$ cat src/rtl/iob_ddr_rst_seq.sv
// DDR bring-up and system-reset sequencer: holds the SoC in reset until the DDR PLL locks and
// calibration succeeds, retries the controller on failure/timeout and restarts on loss of lock.
module iob_ddr_rst_seq #(
  parameter int unsigned CTRL_RST_CYC = 16,
  parameter int unsigned TIMEOUT_CYC  = 1000000,
  parameter int unsigned STRETCH_CYC  = 256,
  parameter int unsigned MAX_RETRY    = 3  // must be <= 3 to fit retry_cnt_o
) (
  input  logic       clk_i,
  input  logic       arstn_i,
  input  logic       locked_i,
  input  logic       init_done_i,
  input  logic       cal_success_i,
  input  logic       cal_fail_i,
  output logic       ddr_rst_n_o,
  output logic       sys_rst_o,
  output logic       fail_o,
  output logic [2:0] state_o,
  output logic [1:0] retry_cnt_o
);

  localparam int unsigned CtrlW  = $clog2(CTRL_RST_CYC + 1);
  localparam int unsigned TmoW   = $clog2(TIMEOUT_CYC + 1);
  localparam int unsigned StrW   = $clog2(STRETCH_CYC + 1);
  localparam int unsigned RetryW = (MAX_RETRY > 0) ? $clog2(MAX_RETRY + 1) : 1;

  typedef enum logic [2:0] {
    StCtrlRst = 3'd0,
    StPllWait = 3'd1,
    StCalWait = 3'd2,
    StStretch = 3'd3,
    StRun     = 3'd4,
    StFail    = 3'd5
  } state_e;

  state_e              state_q, state_d;
  logic [CtrlW-1:0]    ctrl_cnt_q, ctrl_cnt_d;
  logic [TmoW-1:0]     tmo_cnt_q, tmo_cnt_d;
  logic [StrW-1:0]     str_cnt_q, str_cnt_d;
  logic [RetryW-1:0]   retry_cnt_q, retry_cnt_d;
  logic                sys_rst_q, sys_rst_d;
  logic                ddr_rst_n_q, ddr_rst_n_d;
  logic [3:0]          sync1_q, sync2_q;

  logic locked_s, init_done_s, cal_success_s, cal_fail_s;
  logic ctrl_done, tmo_hit, str_done, do_retry, loss;
  logic in_wait_q, in_wait_d;

  assign locked_s      = sync2_q[0];
  assign init_done_s   = sync2_q[1];
  assign cal_success_s = sync2_q[2];
  assign cal_fail_s    = sync2_q[3];

  assign ctrl_done = (ctrl_cnt_q == CtrlW'(CTRL_RST_CYC - 1));
  assign tmo_hit   = (tmo_cnt_q == TmoW'(TIMEOUT_CYC - 1));
  assign str_done  = (str_cnt_q == StrW'(STRETCH_CYC - 1));
  assign loss      = !locked_s || !init_done_s;

  // State register, counters, synchronizers and the glitch-free reset output flops.
  always_ff @(posedge clk_i or negedge arstn_i) begin
    if (!arstn_i) begin
      state_q     <= StCtrlRst;
      ctrl_cnt_q  <= '0;
      tmo_cnt_q   <= '0;
      str_cnt_q   <= '0;
      retry_cnt_q <= '0;
      sys_rst_q   <= 1'b1;
      ddr_rst_n_q <= 1'b0;
      sync1_q     <= '0;
      sync2_q     <= '0;
    end else begin
      state_q     <= state_d;
      ctrl_cnt_q  <= ctrl_cnt_d;
      tmo_cnt_q   <= tmo_cnt_d;
      str_cnt_q   <= str_cnt_d;
      retry_cnt_q <= retry_cnt_d;
      sys_rst_q   <= sys_rst_d;
      ddr_rst_n_q <= ddr_rst_n_d;
      sync1_q     <= {cal_fail_i, cal_success_i, init_done_i, locked_i};
      sync2_q     <= sync1_q;
    end
  end

  always_comb begin
    state_d     = state_q;
    retry_cnt_d = retry_cnt_q;
    do_retry    = 1'b0;
    unique case (state_q)
      StCtrlRst: if (ctrl_done) state_d = StPllWait;
      StPllWait: begin
        if (tmo_hit) begin
          do_retry = 1'b1;
        end else if (locked_s) begin
          state_d = StCalWait;
        end
      end
      StCalWait: begin
        // Fail has priority over a simultaneous success.
        if (cal_fail_s || !locked_s || tmo_hit) begin
          do_retry = 1'b1;
        end else if (init_done_s && cal_success_s) begin
          state_d = StStretch;
        end
      end
      StStretch: begin
        if (loss) begin
          state_d     = StCtrlRst;
          retry_cnt_d = '0;
        end else if (str_done) begin
          state_d = StRun;
        end
      end
      StRun: begin
        if (loss) begin
          state_d     = StCtrlRst;
          retry_cnt_d = '0;
        end
      end
      StFail:  state_d = StFail;
      default: state_d = StCtrlRst;
    endcase

    if (do_retry) begin
      if (retry_cnt_q < RetryW'(MAX_RETRY)) begin
        retry_cnt_d = retry_cnt_q + 1'b1;
        state_d     = StCtrlRst;
      end else begin
        state_d = StFail;
      end
    end

    // Counters only run while the state is held, so each restarts from zero on entry.
    in_wait_q  = (state_q == StPllWait) || (state_q == StCalWait);
    in_wait_d  = (state_d == StPllWait) || (state_d == StCalWait);
    ctrl_cnt_d = (state_q == StCtrlRst && state_d == StCtrlRst) ? ctrl_cnt_q + 1'b1 : '0;
    tmo_cnt_d  = (in_wait_q && in_wait_d) ? tmo_cnt_q + 1'b1 : '0;
    str_cnt_d  = (state_q == StStretch && state_d == StStretch) ? str_cnt_q + 1'b1 : '0;

    sys_rst_d   = (state_d != StRun);
    ddr_rst_n_d = (state_d != StCtrlRst) && (state_d != StFail);
  end

  always_comb begin
    fail_o      = (state_q == StFail);
    state_o     = state_q;
    retry_cnt_o = 2'(retry_cnt_q);
    sys_rst_o   = sys_rst_q;
    ddr_rst_n_o = ddr_rst_n_q;
  end

endmodule

$ cat config.mk
export PLATFORM = sky130hd
export DESIGN_NAME = iob_ddr_rst_seq
export DESIGN_NICKNAME = d
export VERILOG_FILES = /design/src/rtl/iob_ddr_rst_seq.sv
export SDC_FILE = /design/constraint.sdc
export NUM_CORES = 1
export LEC_CHECK = 0
export ABC_AREA = 1
export CAP_MARGIN = 30
export CELL_PAD_IN_SITES_DETAIL_PLACEMENT = 1
export CELL_PAD_IN_SITES_GLOBAL_PLACEMENT = 2
export CORE_ASPECT_RATIO = 0.8
export CORE_MARGIN = 2
export CORE_UTILIZATION = 37
export DETAILED_ROUTE_END_ITERATION = 12
export PLACE_DENSITY = 0.88
export SLEW_MARGIN = 10
export SYNTH_ARGS = -nofsm -noshare
export SYNTH_HDL_FRONTEND = slang
export SYNTH_SLANG_ARGS = --single-unit
$ cat constraint.sdc
create_clock -name clk_i -period 2.2 [get_ports clk_i]
set_clock_uncertainty 0.1 [all_clocks]
set_input_delay 0.33 -clock clk_i [delete_from_list [all_inputs] [get_ports clk_i]]
set_output_delay 0.33 -clock clk_i [all_outputs]
set_load 0.02 [all_outputs]
==> results of run 1 <==
[cell usage in the layout, fill, tap and decap left out, types with 7 or more instances in the layout]
cell type / instances
nor2_1: 48
dfrtp_1: 48
nand2_1: 44
inv_1: 28
nand3_1: 14
clkdlybuf4s50_1: 11
xor2_1: 10
xnor2_1: 10
nand4_1: 9
buf_4: 7
[cell type report]
type,count,area [um2]
inverter,30,113
tap,81,101
clock inverter,3,17.5
sequential,49,1230
clock buffer,5,68.8
fill,690,3200
timing repair buffer,25,269
multi-input combinational,173,975
[state kept, by name (all words and copies together) (netlist names)]
register,flops
sync1_q,4
ddr_rst_n_o,1
str_cnt_q,9
retry_cnt_o,2
state_o,3
ctrl_cnt_q,5
sync2_q,4
tmo_cnt_q,20
sys_rst_o,1
[Yosys cell counts, types with 2 or more instances]
library cell | count | area (um2)
nor3_1 | 3 | 15.0
nand4_1 | 9 | 56.3
xnor2_1 | 10 | 87.6
dfrtp_1 | 48 | 1200
nand2_1 | 46 | 173
nor2_1 | 50 | 188
nor4_1 | 2 | 12.5
ha_1 | 6 | 75.1
nor3_2 | 2 | 20.0
o21ai_0 | 2 | 10.0
nand3_2 | 4 | 40.0
inv_1 | 29 | 109
a21oi_1 | 4 | 20.0
xor2_1 | 10 | 87.6
nor3b_1 | 3 | 22.5
buf_6 | 2 | 22.5
nand3_1 | 15 | 75.1
[per-layer routing]
metal | vias up | wire [um] | GRT usage, %
li1 | 862 | - | -
met1 | 819 | 2560 | 22.8
met2 | 15 | 2000 | 23.4
met3 | 7 | 116 | 3.90
met4 | 0 | 54 | 4.48
met5 | - | 0 | 0
[kinds of logic after synthesis]
kind of cell             count (synthesis)  share of synthesized area [%]
AND/OR/NAND/NOR                        139                           27.5
flip-flops                              49                           53.2
buffers and inverters                   33                           6.02
XOR/XNOR                                20                           7.60
AO/OA/AOI/OAI                            8                           2.44
adder cells (fa/ha/maj)                  6                           3.26
[through the flow]
stage / hold slack [ps] / power, mW
2_1_floorplan: -65.6 / 1.29
3_3_place_gp: 235 / 1.44
3_5_place_dp: 236 / 1.45
4_1_cts: 262 / 2.02
5_1_grt: 266 / 2.12
6_report: 259 / 1.99
[power groups by stage]
stage	Sequential, mW	Combinational, mW	Clock, mW
after floorplan	1.07	0.218	0
after global placement	1.05	0.394	0
after detailed placement	1.05	0.401	0
after CTS	1.03	0.442	0.545
after global routing	1.05	0.498	0.578
final	1.03	0.439	0.518
[final timing paths]
| path | endpoint | startpoint | depth (start not counted) | slack, ps |
|---|---|---|---|---|
| hold reg to reg | sync2_q[0]$_DFF_PN0_ | sync1_q[0]$_DFF_PN0_ | 0 | 260 |
| setup reg to reg | tmo_cnt_q[16]$_DFF_PN0_ | str_cnt_q[0]$_DFF_PN0_ | 15 | -20 |
| min in group asynchronous | str_cnt_q[8]$_DFF_PN0_ | arstn_i | 2 | 460 |
| hold / removal | sync2_q[0]$_DFF_PN0_ | sync1_q[0]$_DFF_PN0_ | 0 | 260 |
| setup / recovery | tmo_cnt_q[16]$_DFF_PN0_ | str_cnt_q[0]$_DFF_PN0_ | 15 | -20 |
| max in group asynchronous | sync1_q[2]$_DFF_PN0_ | arstn_i | 3 | 1000 |
[what timing repair did]
item,in CTS,in global routing
hold buffers,1,0
pin swaps,3,2
endpoints found under the setup margin,21,27
cloned,1,0
resized for setup,6,8
hold endpoints to repair,22,0
buffers inserted,2,1
==> impl_metrics.py, run 1 <==
metrics = {
    "status": {
        "status": "finished, violations left",
        "violations": "negative setup slack",
    },
    "drt": {
        "vias_per_cell": 4.65,
        "postRouteAntennaNets": 0,
        "vias": 1703,
        "first_pass_iters": 4,
        "drc": 0,
        "post_drt_wl_per_cell_um": 12.9,
        "drt-total-wl_um": 4740,
        "drt_iter0_drc": 42,
    },
    "timing": {
        "slew_headroom_pct": 61.3,
        "rsz0062_at_grt": "yes",
        "hold_violations": 0,
        "tns_ps": -269,
        "period_needed_ps": 2220,
        "maxSlewViolCount": 0,
        "max_freq_ghz": 0.450,
        "tightest_slew_ps": 580,
        "fin_crit_sh_pct": 101,
        "finalSetupViolCount": 20,
        "worst_slack_ps": -21.5,
    },
    "power_and_ir_drop": {
        "clockPowerShare_pct": 26.0,
        "combPwrFrac_pct": 22.1,
        "cellPowerDensity_nw_per_um2": 718,
        "p_sw_share_pct": 30.4,
        "power.internal_mw": 1.38,
        "seq_power_share_pct": 51.9,
        "netSwitchingPower_uw": 605,
        "worst_ir_drop_vdd_mv": 0.434,
        "power_leakage_nw": 1.28,
    },
    "finish": {
        "fin_util_pct": 46.4,
        "syn_to_final_growth_pct": 20.2,
        "fin_nets": 296,
        "antenna_cells": 0,
        "final_cells": 366,
        "drive_gt1_share_pct": 14.4,
        "final_area_um2": 2770,
    },
    "die": {
        "die_h_um": 74.6,
        "initial_core_util_pct": 38.6,
        "fp-row-count": 25,
        "die_area_um2": 6880,
        "ios": 14,
        "die_w_um": 92.3,
        "fp.coreArea_um2": 5970,
    },
    "worst_setup_path": {
        "arrival_ps": 2350,
        "critical_path_buf_inv_count": 3,
        "worst-path-max-fanout": 10,
        "end_kind": "flip-flop",
        "critPathKind": "reg -> reg",
        "worstPathRequired_ps": 2330,
        "cpPeakStageDelay_ps": 390,
        "worstPathCellList": "ha_2 > nand2_2 > nor2_1 > inv_1 > nor2_2 > ha_2 > inv_2 > nand4_1 > and2_1 > nand2_1 > nand2_1 > nand3_2 > nand3_4 > buf_12 > nor2_1",
        "cpLargestDelayFamily": "simple AND/OR/NAND/NOR gates",
        "slowest_stage": "dfrtp_1",
        "cp-start-kind": "flip-flop",
    },
    "min_path": {
        "hp-class": "reg -> reg",
    },
    "global_route": {
        "grtUsageTotal_pct": 15.6,
        "antenna_found_initial": 0,
        "grt_pass1_wl_um": 8310,
        "grt_max_degree": 27,
        "gr-total-overflow": 0,
        "grt_pass1_vias": 1782,
    },
    "placed_design": {
        "post-place-ws_ps": 20.8,
        "dp_hpwl_um": 3300,
        "portBuffers": 13,
        "placed_cells": 353,
        "dpl_cell_area_um2": 2580,
        "gp_congestion": 0.845,
    },
    "clock_network": {
        "cts_buffer_depth": 2,
        "path_clk_slew_ps": 80,
        "clock_latency_ps": 300,
        "numCtsBuffers": 5,
        "h-tree-depth": 2,
        "cts_root_buffer": "clkbuf_8",
        "cts_tree": "built",
        "cts_sinks": 49,
    },
    "logic_synthesis": {
        "ys_ff_latch": 49,
        "syn_nets": 267,
        "async_flop_share_pct": 100,
        "synth_edf_count": 0,
        "ys_seq_area_share_pct": 53.2,
        "synthesis.area_um2": 2310,
        "avgSynthCellArea_um2": 9.04,
        "yosys_warnings": 0,
        "ys.flop_type": "dfrtp_1",
        "syn_inst": 255,
        "ys_types": 27,
    },
    "run": {
        "maxCapViolations": 0,
    },
}
Power figures use the tool's default switching activity.
==> inputs of run 2 (changes only) <==
--- a/config.mk
+++ b/config.mk
@@ -13,6 +13,8 @@
 export CORE_MARGIN = 2
 export CORE_UTILIZATION = 37
 export DETAILED_ROUTE_END_ITERATION = 12
+export GPL_TIMING_DRIVEN = 0
+export HOLD_SLACK_MARGIN = 0.12
 export PLACE_DENSITY = 0.88
 export SLEW_MARGIN = 10
 export SYNTH_ARGS = -nofsm -noshare
==> impl_metrics.py, run 2 (synthesis results as in run 1) <==
metrics = {
    "finish": {
        "regMostFlops": "tmo_cnt_q",
        "final_cells": 367,
        "fin_nets": 297,
        "final_common_cell": "dfrtp_1",
        "largestRegisters": "tmo_cnt_q (20), str_cnt_q (9), ctrl_cnt_q (5)",
        "nFillCells": 699,
        "largest_reg_flops": 20,
        "seqCellArea_um2": 1230,
        "syn_to_final_growth_pct": 21.4,
        "antenna_cells": 0,
        "drive_gt1_share_pct": 14.3,
        "multiInputGateArea_um2": 978,
        "most-common-layout-cells": "dfrtp_1 (48), nor2_1 (46), nand2_1 (43), inv_1 (29), nand3_1 (15)",
    },
    "die": {
        "fp-row-count": 25,
        "die_area_um2": 6880,
        "fp.coreArea_um2": 5970,
        "initial_core_util_pct": 38.6,
        "ios": 14,
        "die_w_um": 92.3,
        "die_h_um": 74.6,
    },
    "worst_setup_path": {
        "slowest_stage": "dfrtp_1",
        "cp_common_cell": "nor2_1",
        "r2r_start": "str_cnt_q[0]$_DFF_PN0_",
        "worstPathCellList": "ha_2 > nand2_1 > nor2_1 > inv_1 > nor2_1 > ha_1 > inv_1 > nand4_1 > nand3_1 > a21oi_1 > nand2_1 > nand2_2 > nand4_1 > nor2_1",
        "cpPeakStageDelay_ps": 370,
        "end_kind": "flip-flop",
        "crit_start": "str_cnt_q[0]$_DFF_PN0_",
        "arrival_ps": 2330,
        "worst-path-max-fanout": 5,
        "critPathKind": "reg -> reg",
        "cp-start-kind": "flip-flop",
        "worstPathRequired_ps": 2320,
    },
    "global_route": {
        "gr-total-overflow": 0,
        "grtUsageTotal_pct": 16.0,
        "antenna_found_initial": 0,
        "grt_max_degree": 34,
        "grt_pass1_vias": 1756,
        "grt_pass1_wl_um": 8630,
    },
    "drt": {
        "wl_met3_um": 116,
        "drc": 0,
        "dr_wl_met2_um": 2120,
        "drt_iter0_drc": 53,
        "drt-total-wl_um": 4930,
        "vias": 1707,
        "postRouteAntennaNets": 0,
        "met1_length_um": 2630,
        "post_drt_wl_per_cell_um": 13.4,
        "top_layer_used": "met4",
        "first_pass_iters": 4,
        "vias_per_cell": 4.65,
    },
    "timing": {
        "max_freq_ghz": 0.453,
        "hold_slack_ps": 255,
        "slew_headroom_pct": 72.7,
        "period_needed_ps": 2210,
        "fin_crit_sh_pct": 100,
        "hold_violations": 0,
        "tightest_slew_ps": 409,
        "rsz0062_at_grt": "yes",
        "maxSlewViolCount": 0,
        "worst_slack_ps": -7.19,
        "finalSetupViolCount": 3,
    },
    "power_and_ir_drop": {
        "power_leakage_nw": 1.26,
        "cellPowerDensity_nw_per_um2": 772,
        "worst_ir_drop_vdd_mv": 0.328,
    },
    "placed_design": {
        "portBuffers": 13,
        "post-place-ws_ps": -285,
        "placed_cells": 350,
        "gp_congestion": 0.749,
        "dp_hpwl_um": 3560,
    },
    "clock_network": {
        "cts_tree": "built",
        "cts_buffer_depth": 2,
        "cts_root_buffer": "clkbuf_8",
        "clock_latency_ps": 300,
        "path_clk_slew_ps": 100,
        "numCtsBuffers": 5,
        "h-tree-depth": 2,
        "cts_sinks": 49,
    },
    "run": {
        "maxCapViolations": 0,
    },
    "status": {
        "violations": "negative setup slack",
        "status": "finished, violations left",
    },
    "min_path": {
        "hp-class": "reg -> reg",
        "worstHoldStart": "sync1_q[1]$_DFF_PN0_",
    },
}
-- run 2: final cells by class --
cell class	count	share of cell area, %
Buffer	3	1.30
Clock buffer	6	2.95
Clock inverter	2	1.34
Inverter	30	4.02
Multi-Input combinational cell	173	35.0
Sequential cell	49	43.9
Tap cell	81	3.62
Timing Repair Buffer	23	7.96
-- run 2: repair_timing --
item,4_1_cts,5_1_grt
pin swaps,6,3
endpoints found under the hold margin,16,0
buffers inserted,3,3
gates resized for setup,14,4
hold buffers,1,0
cloned,2,0
endpoints found under the setup margin,25,26
-- run 2: critical path: cells and delay by family, from the launching register on --
kind                       cells  cell delay, ps
and+or+nand+nor                9            1090
DFF                            1             370
AOI/OAI and AO/OA              1             120
buffers and inverters          2             100
adders and majority gates      2             330
-- run 2: final timing paths --
kind / cells after the start / to / slack [ps]
max in group asynchronous: 3 / sys_rst_o$_DFF_PN1_ / 1040
min in group asynchronous: 2 / sync1_q[2]$_DFF_PN0_ / 380
worst min register to register: 0 / sync2_q[1]$_DFF_PN0_ / 250
worst min-delay path: 0 / sync2_q[1]$_DFF_PN0_ / 250
worst max-delay path: 14 / ctrl_cnt_q[3]$_DFF_PN0_ / -7
worst max register to register: 14 / ctrl_cnt_q[3]$_DFF_PN0_ / -7
-- run 2: metrics by stage --
| stage | power [mW] | area [um2] | utilization (%) | TNS [ps] |
|---|---|---|---|---|
| after floorplan | 1.29 | 2310 | - | 0 |
| after global placement | 1.43 | 2540 | 42.5 | -40870 |
| after global routing | 2.27 | 2800 | 46.8 | -4450 |
| final | 2.16 | 2800 | 46.8 | -7.86 |
| after detailed placement | 1.46 | 2550 | 42.7 | -5390 |
| after CTS | 2.17 | 2760 | 46.2 | -304 |
-- run 2: metal layers --
metal / track usage, % / vias up
met4: 4.48 / 0
li1: - / 868
met2: 24.1 / 16
met3: 3.60 / 6
met1: 23.6 / 817
met5: 0 / -
-- run 2: power by group --
part	total, mW	internal [mW]	switching, mW
clock network	0.675	0.370	0.305
registers	1.04	0.976	0.0616
logic	0.447	0.184	0.264
total	2.16	1.53	0.631
==> inputs of run 3 (changes only) <==
--- a/config.mk
+++ b/config.mk
@@ -11,11 +11,12 @@
 export CELL_PAD_IN_SITES_GLOBAL_PLACEMENT = 2
 export CORE_ASPECT_RATIO = 0.8
 export CORE_MARGIN = 2
-export CORE_UTILIZATION = 37
+export CORE_UTILIZATION = 38
+export CTS_BUF_LIST = sky130_fd_sc_hd__clkbuf_4 sky130_fd_sc_hd__clkbuf_8
 export DETAILED_ROUTE_END_ITERATION = 12
 export GPL_TIMING_DRIVEN = 0
 export HOLD_SLACK_MARGIN = 0.12
-export PLACE_DENSITY = 0.88
+export PLACE_DENSITY = 0.9
 export SLEW_MARGIN = 10
 export SYNTH_ARGS = -nofsm -noshare
 export SYNTH_HDL_FRONTEND = slang
==> impl_metrics.py, run 3 (synthesis results as in run 1) <==
metrics = {
    "drt": {
        "drt-total-wl_um": 4990,
        "drt_iter0_drc": 51,
        "vias_per_cell": 4.79,
        "first_pass_iters": 4,
        "post_drt_wl_per_cell_um": 13.6,
        "drc": 0,
        "postRouteAntennaNets": 0,
        "vias": 1763,
    },
    "power_and_ir_drop": {
        "combPwrFrac_pct": 20.3,
        "cellPowerDensity_nw_per_um2": 756,
        "power_leakage_nw": 1.27,
        "p_sw_share_pct": 28.6,
        "total_power_mw": 2.16,
        "clockPowerShare_pct": 31.7,
        "netSwitchingPower_uw": 616,
        "power.internal_mw": 1.54,
        "worst_ir_drop_vdd_mv": 0.518,
        "seq_power_share_pct": 48.0,
    },
    "timing": {
        "maxSlewViolCount": 0,
        "worst_slack_ps": -60.4,
        "hold_slack_ps": 256,
        "hold_violations": 0,
        "fin_crit_sh_pct": 103,
        "slew_headroom_pct": 72.6,
        "max_freq_ghz": 0.442,
        "finalSetupViolCount": 23,
        "tightest_slew_ps": 410,
        "period_needed_ps": 2260,
        "rsz0062_at_grt": "yes",
    },
    "global_route": {
        "antenna_found_initial": 0,
        "grt_pass1_wl_um": 8460,
        "gr-total-overflow": 0,
        "grtUsageTotal_pct": 16.1,
        "grt_pass1_vias": 1778,
        "grt_max_degree": 34,
    },
    "die": {
        "die_w_um": 91.1,
        "initial_core_util_pct": 39.2,
        "ios": 14,
        "fp-row-count": 25,
        "die_h_um": 73.7,
        "die_area_um2": 6710,
        "fp.coreArea_um2": 5880,
    },
    "worst_setup_path": {
        "slowest_stage": "dfrtp_1",
        "arrival_ps": 2350,
        "worst-path-max-fanout": 5,
        "worstPathCellList": "ha_2 > nand2_2 > nor2_1 > inv_1 > nor2_2 > ha_2 > inv_2 > nand4_1 > nand3_1 > a21oi_2 > nand2_1 > nand2_2 > nand3_4 > nand3_4 > buf_6 > nor2_2",
        "cpPeakStageDelay_ps": 370,
        "cpLargestDelayFamily": "simple AND/OR/NAND/NOR gates",
        "critPathKind": "reg -> reg",
        "critical_path_buf_inv_count": 3,
        "end_kind": "flip-flop",
        "cp-start-kind": "flip-flop",
        "worstPathRequired_ps": 2290,
        "r2r_start": "str_cnt_q[0]$_DFF_PN0_",
        "rrSetupSlack_ps": -60,
        "ff2ff_path_depth": 16,
        "reg2reg_to": "tmo_cnt_q[4]$_DFF_PN0_",
    },
    "min_path": {
        "whs_path_depth": 0,
        "hp-class": "reg -> reg",
        "hold_end": "sync2_q[1]$_DFF_PN0_",
        "worstHoldStart": "sync1_q[1]$_DFF_PN0_",
    },
    "placed_design": {
        "dp_hpwl_um": 3500,
        "portBuffers": 13,
        "gp_congestion": 0.800,
    },
    "clock_network": {
        "cts_tree": "built",
        "path_clk_slew_ps": 90,
        "numCtsBuffers": 5,
        "clock_latency_ps": 300,
        "cts_buffer_depth": 2,
        "cts_sinks": 49,
        "h-tree-depth": 2,
        "cts_root_buffer": "clkbuf_8",
    },
    "finish": {
        "nFillCells": 704,
        "most-common-layout-cells": "dfrtp_1 (47), nand2_1 (43), nor2_1 (31), inv_1 (28), nor2_2 (19)",
        "regMostFlops": "tmo_cnt_q",
        "drive_gt1_share_pct": 21.3,
        "fin_nets": 298,
        "syn_to_final_growth_pct": 23.7,
        "antenna_cells": 0,
        "final_common_cell": "dfrtp_1",
        "fin_util_pct": 48.5,
        "largestRegisters": "tmo_cnt_q (20), str_cnt_q (9), ctrl_cnt_q (5)",
        "largest_reg_flops": 20,
    },
    "run": {
        "maxCapViolations": 0,
    },
    "status": {
        "status": "finished, violations left",
        "violations": "negative setup slack",
    },
}
## run 3: what timing repair did
item                                    CTS  global route
resized for setup                        17            20
setup buffers                             4             3
cloned                                    2             0
endpoints found under the setup margin   25            28
hold buffers                              1             0
hold endpoints to repair                 16             0
pin swaps                                 9             6
## run 3: metal layers
metal  vias to the layer above  share of wire, %  GRT usage, %
li1                        869                 -             -
met1                       867                51          23.1
met2                        22                45          24.6
met3                         5               3.1          3.18
met4                         0               1.1          5.05
met5                         -                 0             0
## run 3: cell type report
class                           count  area, um2  area share [%]
Sequential cell                    49       1230            43.1
Multi-Input combinational cell    173       1020            35.8
Timing Repair Buffer               24        230            8.07
Inverter                           30        113            3.95
Tap cell                           81        101            3.55
Clock buffer                        7       90.1            3.16
Buffer                              3       36.3            1.27
Clock inverter                      1       30.0            1.05
## run 3: how the worst max path moves through the flow
stage / from / to / cells past startpoint
2_1_floorplan: str_cnt_q[0]$_DFF_PN0_ / tmo_cnt_q[12]$_DFF_PN0_ / 14
3_3_place_gp: arstn_i / ctrl_cnt_q[3]$_DFF_PN0_ / 1
5_1_grt: str_cnt_q[0]$_DFF_PN0_ / ctrl_cnt_q[3]$_DFF_PN0_ / 14
6_report: str_cnt_q[0]$_DFF_PN0_ / tmo_cnt_q[4]$_DFF_PN0_ / 16
3_5_place_dp: str_cnt_q[0]$_DFF_PN0_ / tmo_cnt_q[11]$_DFF_PN0_ / 14
4_1_cts: str_cnt_q[1]$_DFF_PN0_ / tmo_cnt_q[4]$_DFF_PN0_ / 16
## run 3: power groups by stage
| stage | Combinational, mW | Sequential (mW) | Clock [mW] |
|---|---|---|---|
| 6_report | 0.437 | 1.04 | 0.684 |
| 3_3_place_gp | 0.378 | 1.05 | 0 |
| 4_1_cts | 0.429 | 1.04 | 0.705 |
| 3_5_place_dp | 0.400 | 1.05 | 0 |
| 2_1_floorplan | 0.218 | 1.07 | 0 |
| 5_1_grt | 0.490 | 1.05 | 0.744 |
## run 3: per-stage QoR
| step | instances | setup WS (ps) | setup TNS (ps) | area, um2 |
|---|---|---|---|---|
| 2_1_floorplan | 255 | 176 | 0 | 2310 |
| 3_3_place_gp | 349 | -732 | -38600 | 2540 |
| 3_5_place_dp | 350 | -234 | -4680 | 2550 |
| 4_1_cts | 365 | -79.1 | -1460 | 2770 |
| 5_1_grt | 368 | -232 | -5320 | 2850 |
| 6_report | 368 | -60.4 | -1040 | 2850 |
